==> src/rtl/radial_cfg_pkg.sv <==
// Shared types and reset constants for the radial zone configuration controller.
package radial_cfg_pkg;

   typedef enum logic [2:0] {
      CFG_C      = 3'd0,
      CFG_Z      = 3'd1,
      CFG_RSQ    = 3'd2,
      CFG_COLC   = 3'd3,
      CFG_ROWC   = 3'd4,
      CFG_COMMIT = 3'd5
   } cfg_field_e;

   typedef enum logic [1:0] {
      IDLE    = 2'd0,
      PENDING = 2'd1,
      APPLY   = 2'd2
   } state_e;

   localparam logic [15:0] C_RST = 16'h0000;
   // Largest finite fp16, so an unconfigured zone never rejects on depth.
   localparam logic [15:0] Z_RST = 16'h7BFF;

   // Fields that carry a zone index.
   function automatic logic field_is_zoned(input logic [2:0] field);
      return field <= 3'd2;
   endfunction

endpackage

==> src/rtl/radial_cfg_bank.sv <==
// One bank of zone thresholds plus the radial centre; used as both shadow and active copy.
module radial_cfg_bank
   import radial_cfg_pkg::*;
#(
   parameter int NO_ZONES     = 1,
   parameter int FRAME_WIDTH  = 640,
   parameter int FRAME_HEIGHT = 480
) (
   input  logic                     clk_i,
   input  logic                     rst_i,
   input  logic                     wr_en_i,
   input  logic [2:0]               wr_field_i,
   input  logic [7:0]               wr_zone_i,
   input  logic [17:0]              wr_data_i,
   input  logic                     load_i,
   input  logic [16*NO_ZONES-1:0]   ld_c_i,
   input  logic [16*NO_ZONES-1:0]   ld_z_i,
   input  logic [18*NO_ZONES-1:0]   ld_rsq_i,
   input  logic [15:0]              ld_colc_i,
   input  logic [15:0]              ld_rowc_i,
   output logic [16*NO_ZONES-1:0]   c_o,
   output logic [16*NO_ZONES-1:0]   z_o,
   output logic [18*NO_ZONES-1:0]   r_squared_o,
   output logic [15:0]              col_center_o,
   output logic [15:0]              row_center_o
);

   logic [16*NO_ZONES-1:0] c_q, c_d;
   logic [16*NO_ZONES-1:0] z_q, z_d;
   logic [18*NO_ZONES-1:0] rsq_q, rsq_d;
   logic [15:0]            colc_q, colc_d;
   logic [15:0]            rowc_q, rowc_d;

   // Next bank contents: a parallel load wins over a single-field write.
   always_comb begin
      c_d    = c_q;
      z_d    = z_q;
      rsq_d  = rsq_q;
      colc_d = colc_q;
      rowc_d = rowc_q;
      if (load_i) begin
         c_d    = ld_c_i;
         z_d    = ld_z_i;
         rsq_d  = ld_rsq_i;
         colc_d = ld_colc_i;
         rowc_d = ld_rowc_i;
      end else if (wr_en_i) begin
         case (wr_field_i)
            CFG_C, CFG_Z, CFG_RSQ: begin
               for (int zn = 0; zn < NO_ZONES; zn++) begin
                  if (wr_zone_i == 8'(zn)) begin
                     if (wr_field_i == CFG_C)      c_d[zn*16 +: 16]   = wr_data_i[15:0];
                     else if (wr_field_i == CFG_Z) z_d[zn*16 +: 16]   = wr_data_i[15:0];
                     else                          rsq_d[zn*18 +: 18] = wr_data_i;
                  end
               end
            end
            CFG_COLC: colc_d = wr_data_i[15:0];
            CFG_ROWC: rowc_d = wr_data_i[15:0];
            default:  ;
         endcase
      end
   end

   // Bank registers with synchronous reset to the power-on configuration.
   always_ff @(posedge clk_i) begin
      if (rst_i) begin
         c_q    <= {NO_ZONES{C_RST}};
         z_q    <= {NO_ZONES{Z_RST}};
         rsq_q  <= '0;
         colc_q <= 16'(FRAME_WIDTH / 2);
         rowc_q <= 16'(FRAME_HEIGHT / 2);
      end else begin
         c_q    <= c_d;
         z_q    <= z_d;
         rsq_q  <= rsq_d;
         colc_q <= colc_d;
         rowc_q <= rowc_d;
      end
   end

   assign c_o          = c_q;
   assign z_o          = z_q;
   assign r_squared_o  = rsq_q;
   assign col_center_o = colc_q;
   assign row_center_o = rowc_q;

endmodule

==> src/rtl/radial_zone_cfg_ctrl.sv <==
// Double-buffered filter configuration: host fills the shadow bank, commits are
// applied to the active bank only at a frame boundary or after the stream idles.
//
// state   | meaning
// IDLE    | accepting config beats into the shadow bank
// PENDING | commit requested, waiting for frame end or idle timeout
// APPLY   | copying shadow to active this cycle
module radial_zone_cfg_ctrl
   import radial_cfg_pkg::*;
#(
   parameter int NO_ZONES     = 1,
   parameter int FRAME_WIDTH  = 640,
   parameter int FRAME_HEIGHT = 480,
   parameter int IDLE_TIMEOUT = 1024
) (
   input  logic                     clk_i,
   input  logic                     rst_i,
   input  logic                     cfg_valid_i,
   output logic                     cfg_ready_o,
   input  logic [2:0]               cfg_field_i,
   input  logic [7:0]               cfg_zone_i,
   input  logic [17:0]              cfg_data_i,
   input  logic                     pix_valid_i,
   input  logic [15:0]              pix_col_i,
   input  logic [15:0]              pix_row_i,
   output logic [16*NO_ZONES-1:0]   c_o,
   output logic [16*NO_ZONES-1:0]   z_o,
   output logic [18*NO_ZONES-1:0]   r_squared_o,
   output logic [15:0]              col_center_o,
   output logic [15:0]              row_center_o,
   output logic                     pending_o,
   output logic                     commit_done_o,
   output logic                     cfg_err_o
);

   localparam int            TW       = (IDLE_TIMEOUT > 0) ? $clog2(IDLE_TIMEOUT + 1) : 1;
   localparam logic [TW-1:0] TMO_LOAD = TW'(IDLE_TIMEOUT);

   state_e          state_q, state_d;
   logic [TW-1:0]   idle_cnt_q, idle_cnt_d;
   logic            done_q, done_d;
   logic            err_q, err_d;

   logic            accept, zone_bad, shadow_wr, frame_end, timeout;

   logic [16*NO_ZONES-1:0] sh_c, sh_z;
   logic [18*NO_ZONES-1:0] sh_rsq;
   logic [15:0]            sh_colc, sh_rowc;

   assign accept    = cfg_valid_i && (state_q == IDLE);
   assign zone_bad  = field_is_zoned(cfg_field_i) && ({24'd0, cfg_zone_i} >= 32'(NO_ZONES));
   assign shadow_wr = accept && (cfg_field_i <= 3'd4) && !zone_bad;
   assign frame_end = pix_valid_i && (pix_col_i == 16'(FRAME_WIDTH - 1))
                                  && (pix_row_i == 16'(FRAME_HEIGHT - 1));
   // Down-counter reloads whenever the stream moves, so zero means IDLE_TIMEOUT idle cycles.
   assign timeout   = (IDLE_TIMEOUT != 0) && (idle_cnt_q == '0);

   // Next state, idle timer, error flag and commit pulse.
   always_comb begin
      state_d    = state_q;
      idle_cnt_d = idle_cnt_q;
      done_d     = (state_q == APPLY);
      err_d      = err_q | (accept && (zone_bad || (cfg_field_i >= 3'd6)));
      case (state_q)
         IDLE:    if (accept && (cfg_field_i == CFG_COMMIT)) state_d = PENDING;
         PENDING: if (frame_end || timeout)                  state_d = APPLY;
         APPLY:   state_d = IDLE;
         default: state_d = IDLE;
      endcase
      if ((state_q != PENDING) || pix_valid_i) idle_cnt_d = TMO_LOAD;
      else if (idle_cnt_q != '0)               idle_cnt_d = idle_cnt_q - TW'(1);
   end

   // Control registers with synchronous reset; a reset discards any pending commit.
   always_ff @(posedge clk_i) begin
      if (rst_i) begin
         state_q    <= IDLE;
         idle_cnt_q <= TMO_LOAD;
         done_q     <= 1'b0;
         err_q      <= 1'b0;
      end else begin
         state_q    <= state_d;
         idle_cnt_q <= idle_cnt_d;
         done_q     <= done_d;
         err_q      <= err_d;
      end
   end

   assign cfg_ready_o   = (state_q == IDLE);
   assign pending_o     = (state_q == PENDING) || (state_q == APPLY);
   assign commit_done_o = done_q;
   assign cfg_err_o     = err_q;

   radial_cfg_bank #(
      .NO_ZONES     (NO_ZONES),
      .FRAME_WIDTH  (FRAME_WIDTH),
      .FRAME_HEIGHT (FRAME_HEIGHT)
   ) u_shadow (
      .clk_i        (clk_i),
      .rst_i        (rst_i),
      .wr_en_i      (shadow_wr),
      .wr_field_i   (cfg_field_i),
      .wr_zone_i    (cfg_zone_i),
      .wr_data_i    (cfg_data_i),
      .load_i       (1'b0),
      .ld_c_i       ('0),
      .ld_z_i       ('0),
      .ld_rsq_i     ('0),
      .ld_colc_i    (16'd0),
      .ld_rowc_i    (16'd0),
      .c_o          (sh_c),
      .z_o          (sh_z),
      .r_squared_o  (sh_rsq),
      .col_center_o (sh_colc),
      .row_center_o (sh_rowc)
   );

   radial_cfg_bank #(
      .NO_ZONES     (NO_ZONES),
      .FRAME_WIDTH  (FRAME_WIDTH),
      .FRAME_HEIGHT (FRAME_HEIGHT)
   ) u_active (
      .clk_i        (clk_i),
      .rst_i        (rst_i),
      .wr_en_i      (1'b0),
      .wr_field_i   (cfg_field_i),
      .wr_zone_i    (cfg_zone_i),
      .wr_data_i    (cfg_data_i),
      .load_i       (state_q == APPLY),
      .ld_c_i       (sh_c),
      .ld_z_i       (sh_z),
      .ld_rsq_i     (sh_rsq),
      .ld_colc_i    (sh_colc),
      .ld_rowc_i    (sh_rowc),
      .c_o          (c_o),
      .z_o          (z_o),
      .r_squared_o  (r_squared_o),
      .col_center_o (col_center_o),
      .row_center_o (row_center_o)
   );

endmodule

==> config.mk <==
export PLATFORM = sky130hd
export DESIGN_NAME = radial_zone_cfg_ctrl
export DESIGN_NICKNAME = d
export VERILOG_FILES = /design/src/rtl/radial_cfg_pkg.sv /design/src/rtl/radial_cfg_bank.sv /design/src/rtl/radial_zone_cfg_ctrl.sv
export SDC_FILE = /design/constraint.sdc
export NUM_CORES = 1
export LEC_CHECK = 0
export BUFFER_PORTS_ARGS = -buffer_cell sky130_fd_sc_hd__clkbuf_2
export CORE_AREA = 3 3 130 132
export CTS_CLUSTER_DIAMETER = 50
export DETAILED_ROUTE_END_ITERATION = 7
export DIE_AREA = 0 0 133 135
export HOLD_SLACK_MARGIN = 0.08
export PLACE_DENSITY = 0.89
export SLEW_MARGIN = 20
export SYNTH_ARGS = -nofsm -noshare
export SYNTH_HDL_FRONTEND = slang
export SYNTH_HIERARCHICAL = 1
export SYNTH_SLANG_ARGS = --single-unit
==> constraint.sdc <==
create_clock -name clk_i -period 4.2 [get_ports clk_i]
set_input_delay 0.42 -clock clk_i [delete_from_list [all_inputs] [get_ports clk_i]]
set_output_delay 0.42 -clock clk_i [all_outputs]
set_load 0.05 [all_outputs]
; After elaboration in Yosys (flattened, before gate mapping)
; Cells that the tools add are included.
; Widths: inputs -> output; s select.
[totals]
regBits = 179
out_inout_bits = 86
wordCells = 63
[classes]
n_addsub = 1
n_lt_le_gt_ge = 4
eq_ne = 12
n_mux = 3
bitwise = 3
reduce_logical = 26
[ops]
columns = cell, count
row1 = $eq 16x10->1 const B, 1
row2 = $eq 16x9->1 const B, 1
row3 = $logic_not 11->1, 1
row4 = $reduce_bool 11->1, 1
row5 = $sub 11x1->11 const B, 1
row6 = $reduce_and 5->1, 2
row7 = $ge 8x1->1 const B, 1
row8 = $logic_and 1x1->1, 8
row9 = $logic_not 8->1, 1
row10 = $eq 3x2->1 const B, 2
row11 = $eq 3x3->1 const B, 2
row12 = $reduce_and 2->1, 3
row13 = $logic_or 1x1->1, 4
row14 = $mux 2, 2
row15 = $ne 2x1->1 const B, 2
row16 = $pmux 2 s2, 1
row17 = $reduce_and 4->1, 1
row18 = $eq 3x1->1 const B, 1
row19 = $ge 3x3->1 const B, 1
row20 = $le 3x2->1 const B, 1
row21 = $le 3x3->1 const B, 1
row22 = $logic_not 3->1, 1
row23 = $reduce_or 3->1, 1
row24 = $eq 2x1->1 const B, 1
row25 = 7 further kinds, 8

; Depth between registers and ports, before layout
; Gate-level depths: netlist of run 1.
[depth]
depth_word = 6
ltp_mapped = 10

; Hierarchy
; Netlist of run 1, hierarchy kept.
[by_module_without_submodules]
columns = module, instances, cells_per_inst, area_each_um2, seq_area_each_um2
row1 = radial_cfg_bank, 2, 475, 4279.1, 1641.6
row2 = radial_zone_cfg_ctrl, 1, 106, 904.6, 300.3

; Worst setup path before layout of run 1
; No wires, ideal clock.
[synth_path]
path_kind = register to register
from = reg state_q[0]
to = reg u_shadow.z_q[11], in the netlist u_shadow/z_o[11]
t_arrival_ns = 2.787
required_ns = 4.078
path_slack_ns = 1.291
path_stages_with_launch = 10
n_path_buf = 1
period_less_slack_ns = 2.909
path_cell_list = dfxtp_1 inv_1 ha_1 nand2_1 a211oi_1 or3b_1 or4_4 buf_6 nand2b_4 a221o_1
[synth_via]
elab_chain_len = 5
[synth_lines]
columns = item, line
row1 = "start, declared", radial_zone_cfg_ctrl.sv:39  ; state_e state_q, state_d;
row2 = "start signal, assigned", radial_zone_cfg_ctrl.sv:82  ; state_q <= state_d;
row3 = $logic_not 2->1, -
row4 = named net cfg_ready_o, radial_zone_cfg_ctrl.sv:19  ; output logic cfg_ready_o,
row5 = $logic_and 1x1->1, radial_zone_cfg_ctrl.sv:50  ; assign accept = cfg_valid_i && (state_q == IDLE);
row6 = $logic_and 1x1->1 (2 in a row), radial_zone_cfg_ctrl.sv:52  ; assign shadow_wr = accept && (cfg_field_i <= 3'd4) && !zone_bad;
row7 = named net shadow_wr, radial_zone_cfg_ctrl.sv:44  ; logic accept, zone_bad, shadow_wr, frame_end, timeout;
row8 = $reduce_and 5->1 (no source line), -
row9 = "end signal, assigned", radial_cfg_bank.sv:69  ; z_q <= {NO_ZONES{Z_RST}};
row10 = "end signal, assigned", radial_cfg_bank.sv:75  ; z_q <= z_d;
row11 = "end, declared", radial_cfg_bank.sv:29  ; logic [16*NO_ZONES-1:0] z_q, z_d;
; The timed path passes the listed nets, and every way through them passes these cells.
; A chain may end at the register's enable or synchronous reset.

; Final worst setup path of run 1
[layout_path]
from = reg state_q[0]
to = reg u_shadow.z_q[0], in the netlist u_shadow/z_o[0]
[layout_via]
elab_chain_len = 5
[layout_lines]
columns = item, line
row1 = $logic_not 2->1, radial_zone_cfg_ctrl.sv:50
row2 = $logic_and 1x1->1, radial_zone_cfg_ctrl.sv:50
row3 = $logic_and 1x1->1 (2 in a row), radial_zone_cfg_ctrl.sv:52
row4 = named net shadow_wr, radial_zone_cfg_ctrl.sv:44
row5 = $reduce_and 5->1 (no source line), -
; The timed path passes the listed nets, and every way through them passes these cells.

==> summary.txt, run 1 <==
STA
  – Setup violators final: 0
  – Worst-Margin Slew: roughly 4 ns
  – Hold Violations, Final: 0
  – Setup Skew: about 0.0060 ns
  – Slew headroom: -175.5%
  – Final period util: 70.93%
  – Min cycle time layout: 2.979 ns
  – Fmax: 335.7 MHz
  – Sum of negative setup slack: 0 ns
  – Fin. max-slew vios: 34
  – Hold Slack: 0.2802 ns
  – Final worst setup slack: 1.221 ns
  – RSZ-0062 raised after global routing: no

Floorplan
  – Site Rows: 46
  – Die Area: 17,960 um^2
  – Initial Utilization: 59.79%
  – Die width: 133 um
  – Die Ht: between 100 and 150 um
  – Core ar.: about 16,000 um^2
  – IO Pins: 151

Final layout
  – Reg area: 3583 um^2
  – Share of cells above drive strength 1: 25.95%
  – Non-filler cells, final: between 1,000 and 1,500
  – Final Core Density: 70.63%
  – Filler cells: around 1,200
  – Ant diodes: 0
  – Area Growth Syn to Fin: 18.14%
  – Commonest non-fill, non-tap cells in the layout: dfxtp_1, clkbuf_2, nand2_1
  – Area of the multi-input gates: about 5700 um^2
  – Fin nets: 1,323
  – Commonest non-fill, non-tap cell in the layout: dfxtp_1

Routing
  – 1st-iter DRT viols: 588
  – DRC: 0
  – Vias: 7,931
  – ANT nets after route: 0
  – Via density: 5.359
  – Final WL: 23.51 mm
  – Drt pass-1 iters: 5
  – Routed len/inst: 15.88 um

Pwr
  – PwrDens: approximately 340 nW/um^2
  – Max VDD drop: 0.3068 mV
  – Pleak: between 0.005 and 0.006 uW

Synth
  – Post-synth EDFFs: 0
  – Mean area per synthesized cell: 8.961 um^2
  – Netlist cell types: 51
  – Synth Cell Area: roughly 9500 um^2
  – Synth Flop Type: dfxtp_1
  – Synth async-reset ratio: 0%
  – Syn. warnings: 6
  – Post-Synthesis Cells: 1,056
  – Register bit total from synthesis: 179
  – Sequential-to-total area share from yosys stat: 37.87%

Setup path
  – Worst EP required: 4.51 ns
  – CP Class: reg -> reg
  – R2r setup slk: ~1.2 ns
  – Delay of the slowest critical-path stage: 0.69 ns
  – RR Endpoint: u_shadow/z_o[0]$_SDFFE_PP1P_
  – Reg2reg start: state_q[0]$_SDFFE_PP0P_
  – Worst reg2reg path depth: 8
  – Crit path capture type: flip-flop
  – Critical Path End: u_shadow/z_o[0]$_SDFFE_PP1P_
  – CP Launch Point: state_q[0]$_SDFFE_PP0P_
  – Type of element launching the critical path: flip-flop
  – CP Max Fanout: 32
  – Worst path cell trace: inv_1, ha_1, nand2_1, a211oi_1, or3b_1, or4_4, nand2b_1, a221o_1
  – Slowest-stage cell, CP: or4_4
  – WP data arrival: approximately 3.3 ns

Hold path
  – Worst hold path type: in -> reg

Global routing
  – Vias in the first global route: 7,543
  – Remaining global-route overflow: 0
  – Total GRT Usage: 25.74%
  – GRT busiest layer: met2
  – M3 GR Usage: 5.328%
  – Global-route wire length before repair: 37.49 mm
  – Largest net degree at the start of global routing: roughly 140
  – Met2 global-route usage: 43.88%
  – Met1 Resource Use GR: between 30% and 40%
  – Initial antenna violation count: 0

Clocking
  – Post-CTS Resized: 0
  – Skew-Pair Late Insertion Delay: 0.43 ns
  – Post-CTS Hold Fix Bufs: 0
  – Clock transition at path regs: around 0.070 ns
  – H-tree levels: 4
  – CTS root buffer: clkbuf_16
  – Post-CTS Repair Setup Buffers: 0
  – CTS buffer count: 17
  – Maximum buffer depth of the clock tree: 2
  – Clock sink count: around 180
  – CTS tree: yes

Placed design
  – Placed instance count: 1,449
  – IO Port Bufs: 150
  – Place WS: 0.9461 ns
  – HPWL after DPL: 15.56 mm
  – Routability Congestion: a little under 0.8

Status
  – Failing checks: slew limit
  – Status: complete, but fails checks

Flow run
  – Max-Cap Viols: 0
-- metal layers --
metal	part of all wire, %	vias to the layer above
li1	-	3890
met4	2.1	0
met3	5.2	38
met1	44	3770
met2	49	233
met5	0	-
-- worst max-delay path, delay by kind of cell (launching register included) --
kind                     cells  cell delay (ns)
AND/OR/NAND/NOR              4             1.45
AO/OA/AOI/OAI                2             0.61
flip-flops                   1             0.33
adder cells (fa/ha/maj)      1             0.29
buffers and inverters        1             0.16
-- layout make-up --
cell class / instances / share of cell area [%]
sequential: 179 / 32.05
clock inverter: 13 / 1.198
timing repair buffer: 157 / 7.353
tap: 216 / 2.417
multi-input combinational: 826 / 50.67
clock buffer: 18 / 3.928
inverter: 71 / 2.384
-- worst min-delay path by stage --
stage,cells past startpoint,to,startpoint
after floorplan,2,u_active/col_center_o[6]$_SDFFE_PP1P_,u_shadow/col_center_o[6]$_SDFFE_PP1P_
after global placement,2,cfg_err_o$_SDFF_PP0_,cfg_err_o$_SDFF_PP0_
after detailed placement,2,cfg_err_o$_SDFF_PP0_,cfg_err_o$_SDFF_PP0_
after CTS,3,cfg_err_o$_SDFF_PP0_,cfg_valid_i
after global routing,3,cfg_err_o$_SDFF_PP0_,cfg_valid_i
final,3,cfg_err_o$_SDFF_PP0_,cfg_valid_i
-- logic make-up after synthesis --
logic type / share of synthesized area (%)
other: 0.03963
AND/OR/NAND/NOR: 22.07
buffers and inverters: 6.254
AO/OA/AOI/OAI: 9.851
adder cells (fa/ha/maj): 0.7933
multiplexers: 22.48
flip-flops: 37.87
XOR/XNOR: 0.6479
-- metrics by stage --
step,instance area [um^2],total power [uW]
2_1_floorplan,9797,2123
3_3_place_gp,10600,2219
3_5_place_dp,10610,2235
4_1_cts,11180,3787
5_1_grt,11180,3919
6_report,11180,3781
-- report_power, final --
part | internal, uW | switching (uW) | leakage [uW]
combinational | 163 | 264 | 0.00346
clock | 887 | 676 | 0.000278
sequential | 1760 | 32.4 | 0.00146
total | 2810 | 972 | 0.00520
-- synth_stat cells, types with 3 or more instances --
master    count  area, um^2
a21o_1        5       37.54
a21oi_1      41       205.2
a221o_1      28       280.3
buf_1         6       22.52
buf_2         9       45.04
buf_6         6       67.56
clkbuf_1     47       176.4
dfxtp_1     179        3583
ha_1          6       75.07
inv_1        71       266.5
mux2_2      100        1126
mux2i_1     100        1001
nand2_1     113       424.2
nand2b_1     48       300.3
nand2b_4     24       330.3
nand3_1       4       20.02
nand4_1       3       18.77
nand4b_1      6       52.55
nor2_1       99       371.6
nor2b_1      37       231.5
nor3_1        6       30.03
nor4_1        3       18.77
o21ai_0      65       325.3
or4_1         5       37.54
or4_4         3       33.78
xor2_1        6       52.55
No activity file was read; power rests on OpenSTA's default activity.
==> run 2, diff against run 1 <==
Settings changed: CORE_AREA 3 3 130 132 to 3 3 133 135, DIE_AREA 0 0 133 135 to 0 0 136 138, PLACE_DENSITY 0.89 to 0.86.
Clock period 4.2 ns to 3 ns, I/O delays scaled along.
==> run 2 against run 1 <==
  * The run still ends with slew limit left
  * Power is 42% higher
  * Final cell count is 0.95% higher
  * Sequential cell count stayed put
  * Global-route usage is 0.99 points lower
  * Routed wire length is 0.90% higher
  * Clock power is 44% higher
  * Die area is 4.5% higher
  * Clock skew is 0.0013 ns higher
  * Critical endpoint is now u_shadow/z_o[14]$_SDFFE_PP1P_
==> summary.txt, run 2 (synthesis results as in run 1) <==
Placed design
  – Place WS: 0.03160 ns (was 0.9461 ns)
  – HPWL after DPL: 15.74 mm (was 15.56 mm)
  – Routability Congestion: 0.7824 (was 0.7901)
  – IO Port Bufs: 150 (unchanged)
  – Placed instance count: 1,463 (was 1,449)

Status
  – Failing checks: slew limit (unchanged)
  – Status: complete, but fails checks (unchanged)

Setup path
  – Worst reg2reg path depth: 8 (unchanged)
  – RR Endpoint: u_shadow/z_o[14]$_SDFFE_PP1P_ (was u_shadow/z_o[0]$_SDFFE_PP1P_)
  – Crit path capture type: flip-flop (unchanged)
  – R2r setup slk: 0.29 ns (was 1.22 ns)
  – Slowest-stage cell, CP: or4_4 (unchanged)
  – Critical Path End: u_shadow/z_o[14]$_SDFFE_PP1P_ (was u_shadow/z_o[0]$_SDFFE_PP1P_)
  – WP data arrival: 3.03 ns (was 3.29 ns)
  – Type of element launching the critical path: flip-flop (unchanged)
  – Stages on the worst setup path: 8 (unchanged)
  – Worst path cell trace: inv_1, ha_1, nand2_1, a211oi_1, or3b_1, or4_4, nand2b_4, a221o_1 (was inv_1, ha_1, nand2_1, a211oi_1, or3b_1, or4_4, nand2b_1, a221o_1)
  – Reg2reg start: state_q[0]$_SDFFE_PP0P_ (unchanged)
  – Delay of the slowest critical-path stage: 0.68 ns (was 0.69 ns)
  – CP Class: reg -> reg (unchanged)
  – Worst EP required: 3.32 ns (was 4.51 ns)
  – Crit path buf inv count: 1 (unchanged)
  – CP Max Fanout: 32 (unchanged)
  – CP Launch Point: state_q[0]$_SDFFE_PP0P_ (unchanged)
  – CP delay by family, top: simple AND/OR/NAND/NOR gates (unchanged)

Clocking
  – CTS buffer count: 17 (unchanged)
  – Post-CTS Hold Fix Bufs: 0 (unchanged)
  – Maximum buffer depth of the clock tree: 2 (unchanged)
  – H-tree levels: 4 (unchanged)
  – Post-CTS Resized: 0 (unchanged)
  – CTS tree: yes (unchanged)
  – Clock transition at path regs: 0.07 ns (about the same)
  – CTS root buffer: clkbuf_16 (unchanged)
  – Clock sink count: 179 (unchanged)
  – Post-CTS Repair Setup Buffers: 0 (unchanged)
  – Skew-Pair Late Insertion Delay: 0.43 ns (about the same)

STA
  – Final worst setup slack: 0.2876 ns (was 1.221 ns)
  – Sum of negative setup slack: 0 ns (unchanged)
  – Slew headroom: -159.1% (was -175.5%)
  – Fmax: 368.7 MHz (was 335.7 MHz)
  – RSZ-0062 raised after global routing: no (unchanged)
  – Worst-Margin Slew: 3.834 ns (was 4.078 ns)
  – Final period util: 90.41% (was 70.93%)
  – Min cycle time layout: 2.712 ns (was 2.979 ns)
  – Hold Violations, Final: 0 (unchanged)
  – Setup violators final: 0 (unchanged)
  – Fin. max-slew vios: 34 (unchanged)
  – Setup Skew: 0.007327 ns (was 0.006050 ns)

Pwr
  – Pleak: 0.005257 uW (was 0.005200 uW)
  – PwrDens: 473.4 nW/um^2 (was 338.2 nW/um^2)
  – Max VDD drop: 0.4063 mV (was 0.3068 mV)

Flow run
  – Max-Cap Viols: 0 (unchanged)

Floorplan
  – Die Area: 18,770 um^2 (was 17,960 um^2)
  – Die Ht: 138 um (was 135 um)
  – Site Rows: 47 (was 46)
  – IO Pins: 151 (unchanged)
  – Die width: 136 um (was 133 um)
  – Core ar.: 16,580 um^2 (was 15,830 um^2)
  – Initial Utilization: 57.06% (was 59.79%)

Routing
  – Drt pass-1 iters: 5 (unchanged)
  – Routed len/inst: 15.88 um (about the same)
  – DRC: 0 (unchanged)
  – ANT nets after route: 0 (unchanged)
  – Final WL: 23.72 mm (was 23.51 mm)
  – 1st-iter DRT viols: 596 (was 588)
  – Vias: 7,949 (was 7,931)
  – Via density: 5.321 (was 5.359)

Final layout
  – Commonest non-fill, non-tap cell in the layout: dfxtp_1 (unchanged)
  – Area Growth Syn to Fin: 19.54% (was 18.14%)
  – Fin nets: 1,333 (was 1,323)
  – Commonest non-fill, non-tap cells in the layout: dfxtp_1, clkbuf_2, nand2_1 (unchanged)
  – Share of cells above drive strength 1: 26.53% (was 25.95%)
  – Non-filler cells, final: 1,494 (was 1,480)
  – Ant diodes: 0 (unchanged)

Global routing
  – Initial antenna violation count: 0 (unchanged)
  – Remaining global-route overflow: 0 (unchanged)
  – Total GRT Usage: 24.75% (was 25.74%)
  – Largest net degree at the start of global routing: 110 (was 138)
  – Vias in the first global route: 7,550 (was 7,543)
  – Global-route wire length before repair: 37.55 mm (was 37.49 mm)

Hold path
  – Worst hold path type: in -> reg (unchanged)
==> run 2: layout make-up <==
class / instances / area [um^2]
multi-input combinational: 826 / 5664
fill: 1289 / 5271
sequential: 179 / 3583
timing repair buffer: 167 / 934.6
clock buffer: 18 / 439.2
tap: 220 / 275.3
inverter: 71 / 266.5
clock inverter: 13 / 148.9
==> run 2: metrics by stage <==
step           power, uW  hold WS [ns]  util, %  cell area [um^2]
3_5_place_dp        3141        0.4656    64.62             10720
4_1_cts             5366        0.1367    68.17             11300
6_report            5355        0.1583    68.21             11310
5_1_grt             5544        0.1666    68.21             11310
3_3_place_gp        3120        0.4598    64.62             10720
2_1_floorplan       2972        0.3716        -              9797
==> run 2: how the worst min path moves through the flow <==
stage	slack, ns	startpoint	depth (start not counted)	endpoint
detailed placement	0.47	u_shadow/col_center_o[8]$_SDFFE_PP1P_	2	u_active/col_center_o[8]$_SDFFE_PP1P_
global route	0.17	cfg_valid_i	3	cfg_err_o$_SDFF_PP0_
floorplan	0.37	rst_i	1	commit_done_o$_SDFF_PP0_
global placement	0.46	u_shadow/row_center_o[5]$_SDFFE_PP1P_	2	u_active/row_center_o[5]$_SDFFE_PP1P_
finish	0.16	cfg_valid_i	3	cfg_err_o$_SDFF_PP0_
CTS	0.14	cfg_valid_i	3	cfg_err_o$_SDFF_PP0_
==> run 2: report_power, final <==
part / total, uW / switching, uW / internal (uW)
Combinational: 610 / 373 / 237
Sequential: 2510 / 44.0 / 2460
Clock: 2240 / 983 / 1260
==> run 2: metal layers <==
metal / share of wire [%] / track usage, % / vias to the layer above
met5: 0 / 0 / -
met4: 2.3 / 8.912 / 0
met3: 6.2 / 4.797 / 39
met2: 49 / 42.11 / 252
met1: 42 / 31.08 / 3744
li1: - / - / 3914
==> run 2: tightest hold or removal path: cells and delay by family <==
kind,cells,cell delay [ns]
simple gates,1,0.07
compound gates,1,0.08
buf+inv,1,0.10
==> run 3, diff against run 2 <==
Settings changed: CAP_MARGIN set to 20, PLACE_DENSITY 0.86 to 0.9.
==> run 3 against run 2 <==
  * The flow still finishes with violations (slew limit)
  * Register-to-register slack got worse by 0.14 ns
  * First-iteration DRC count rose by 2.5%
  * Sequential cell count did not move
  * Clock-buffer cell count rose by 2
  * Via count grew 0.83%
  * Sequential power about the same
  * Global-route usage increased by 0.54 points
  * Cell area decreased by 0.14%
  * Worst hold slack better by 0.011 ns
  * Die area unchanged
  * Combinational power hardly changed
  * Highest routed layer unchanged
==> summary.txt, run 3 (synthesis results as in run 1) <==
Routing
  – DRC: 0 (unchanged)
  – Vias: 8,015 (was 7,949)
  – Final WL: 24.09 mm (was 23.72 mm)
  – ANT nets after route: 0 (unchanged)
  – Routed len/inst: 16.13 um (was 15.88 um)
  – Drt pass-1 iters: 7 (was 5)
  – Via density: 5.368 (was 5.321)
  – 1st-iter DRT viols: 611 (was 596)

Placed design
  – Routability Congestion: 0.8010 (was 0.7824)
  – HPWL after DPL: 16.22 mm (was 15.74 mm)
  – Placed cell areas: 10,710 um^2 (was 10,720 um^2)
  – IO Port Bufs: 150 (unchanged)

Hold path
  – Worst hold path type: in -> reg (unchanged)

Setup path
  – Crit path capture type: flip-flop (unchanged)
  – WP data arrival: 3.15 ns (was 3.03 ns)
  – Type of element launching the critical path: flip-flop (unchanged)
  – Delay of the slowest critical-path stage: 0.62 ns (was 0.68 ns)
  – Slowest-stage cell, CP: or4_4 (unchanged)
  – CP Class: reg -> reg (unchanged)
  – Worst path cell trace: inv_1, ha_1, nand2_1, a211oi_1, or3b_1, or4_4, nand2b_4, a221o_1 (unchanged)
  – CP Max Fanout: 32 (unchanged)
  – Crit path buf inv count: 1 (unchanged)
  – CP delay by family, top: simple AND/OR/NAND/NOR gates (unchanged)
  – Worst EP required: 3.31 ns (was 3.32 ns)

Pwr
  – Logic gate share of total power: 11.4% (about the same)
  – Pint: 3971 uW (was 3955 uW)
  – Clock power share: 41.7% (was 41.8%)
  – Post-layout power: 5348 uW (was 5355 uW)
  – Switching component of the power: 1377 uW (was 1400 uW)
  – Switching Share: 25.74% (was 26.14%)
  – PwrDens: 473.4 nW/um^2 (about the same)
  – Reg power frac: 46.9% (was 46.8%)
  – Pleak: 0.005256 uW (was 0.005257 uW)
  – Max VDD drop: 0.3825 mV (was 0.4063 mV)

Final layout
  – Commonest non-fill, non-tap cells in the layout: dfxtp_1, clkbuf_2, nand2_1 (unchanged)
  – Fin nets: 1,331 (was 1,333)
  – Commonest non-fill, non-tap cell in the layout: dfxtp_1 (unchanged)
  – Share of cells above drive strength 1: 26.39% (was 26.53%)
  – Ant diodes: 0 (unchanged)
  – Final Core Density: 68.12% (was 68.21%)
  – Design area: 11,300 um^2 (was 11,310 um^2)
  – Area Growth Syn to Fin: 19.37% (was 19.54%)

STA
  – Setup violators final: 0 (unchanged)
  – Fmax: 351.1 MHz (was 368.7 MHz)
  – Min cycle time layout: 2.848 ns (was 2.712 ns)
  – Fin. max-slew vios: 34 (unchanged)
  – Worst-Margin Slew: 3.775 ns (was 3.834 ns)
  – Final period util: 94.94% (was 90.41%)
  – Sum of negative setup slack: 0 ns (unchanged)
  – RSZ-0062 raised after global routing: no (unchanged)
  – Setup Skew: 0.009508 ns (was 0.007327 ns)
  – Hold Violations, Final: 0 (unchanged)
  – Slew headroom: -155.1% (was -159.1%)

Global routing
  – Global-route wire length before repair: 38.47 mm (was 37.55 mm)
  – Initial antenna violation count: 0 (unchanged)
  – Vias in the first global route: 7,837 (was 7,550)
  – Met1 Resource Use GR: 31.18% (was 31.08%)
  – M3 GR Usage: 5.233% (was 4.797%)
  – GRT busiest layer: met2 (unchanged)
  – Total GRT Usage: 25.29% (was 24.75%)
  – Remaining global-route overflow: 0 (unchanged)
  – Largest net degree at the start of global routing: 110 (unchanged)
  – Met2 global-route usage: 43.36% (was 42.11%)

Clocking
  – Maximum buffer depth of the clock tree: 2 (unchanged)
  – CTS buffer count: 17 (unchanged)
  – Post-CTS Repair Setup Buffers: 0 (unchanged)
  – Post-CTS Resized: 0 (unchanged)
  – Post-CTS Hold Fix Bufs: 0 (unchanged)
  – Clock sink count: 179 (unchanged)
  – CTS tree: yes (unchanged)
  – Skew-Pair Late Insertion Delay: 0.43 ns (about the same)
  – Clock transition at path regs: 0.07 ns (about the same)
  – CTS root buffer: clkbuf_16 (unchanged)
  – H-tree levels: 4 (unchanged)

Floorplan
  – Die width: 136 um (unchanged)
  – Die Area: 18,770 um^2 (unchanged)
  – Initial Utilization: 57.06% (unchanged)
  – Site Rows: 47 (unchanged)
  – Core ar.: 16,580 um^2 (unchanged)
  – Die Ht: 138 um (unchanged)
  – IO Pins: 151 (unchanged)

Status
  – Status: complete, but fails checks (unchanged)
  – Failing checks: slew limit (unchanged)

Flow run
  – Max-Cap Viols: 0 (unchanged)
run 3: changes by cell type in the layout (fill, tap and decap cells not counted):
cell        before  now
clkinv_4         3    2
clkbuf_8         1    2
clkinvlp_4       3    2
clkinv_2         1    4
clkbuf_1         0    1
buf_4           13   11
inv_6            4    2
run 3: worst paths after layout:
check / start / endpoint / depth (start not counted) / slack (ns)
setup / recovery: state_q[0]$_SDFFE_PP0P_ / u_shadow/z_o[12]$_SDFFE_PP1P_ / 8 / 0.15
hold reg to reg: cfg_err_o$_SDFF_PP0_ / cfg_err_o$_SDFF_PP0_ / 2 / 0.48
setup reg to reg: state_q[0]$_SDFFE_PP0P_ / u_shadow/z_o[12]$_SDFFE_PP1P_ / 8 / 0.15
hold / removal: cfg_valid_i / cfg_err_o$_SDFF_PP0_ / 3 / 0.17
run 3: tightest hold or removal path: stages:
cell and delay (ns):
clkbuf_2 0.11, a31oi_1 0.08, nor2_1 0.07
run 3: layer usage:
metal  share of wire [%]  vias to the layer above  wire [um]
li1                    -                     3907          -
met2                  50                      254      11990
met5                   0                        -          0
met3                 5.9                       41       1420
met1                  42                     3813      10040
met4                 2.7                        0        639
run 3: area by class of cell:
cell class / instances / area (um^2)
multi-input cells: 826 / 5664
fillers: 1262 / 5288
flip-flops and latches: 179 / 3583
repair buffers: 165 / 919.6
clock buffers: 20 / 456.7
well taps: 220 / 275.3
inverters: 71 / 266.5
clock inverters: 12 / 130.1
run 3: power groups by stage:
stage	clock [uW]	combinational, uW	sequential (uW)
after global placement	0	561	2560
after global routing	2370	668	2510
final	2230	611	2510
after detailed placement	0	582	2560
after floorplan	0	376	2600
after CTS	2250	588	2510
run 3: through the flow:
step / instances / setup slack, ns / hold WS [ns]
after global routing: 1493 / 0.05249 / 0.1717
after CTS: 1493 / 0.09919 / 0.1519
after detailed placement: 1461 / -0.03646 / 0.4643
after global placement: 1461 / 0.07638 / 0.4514
final: 1493 / 0.1518 / 0.1697
after floorplan: 1145 / 0.09116 / 0.3716
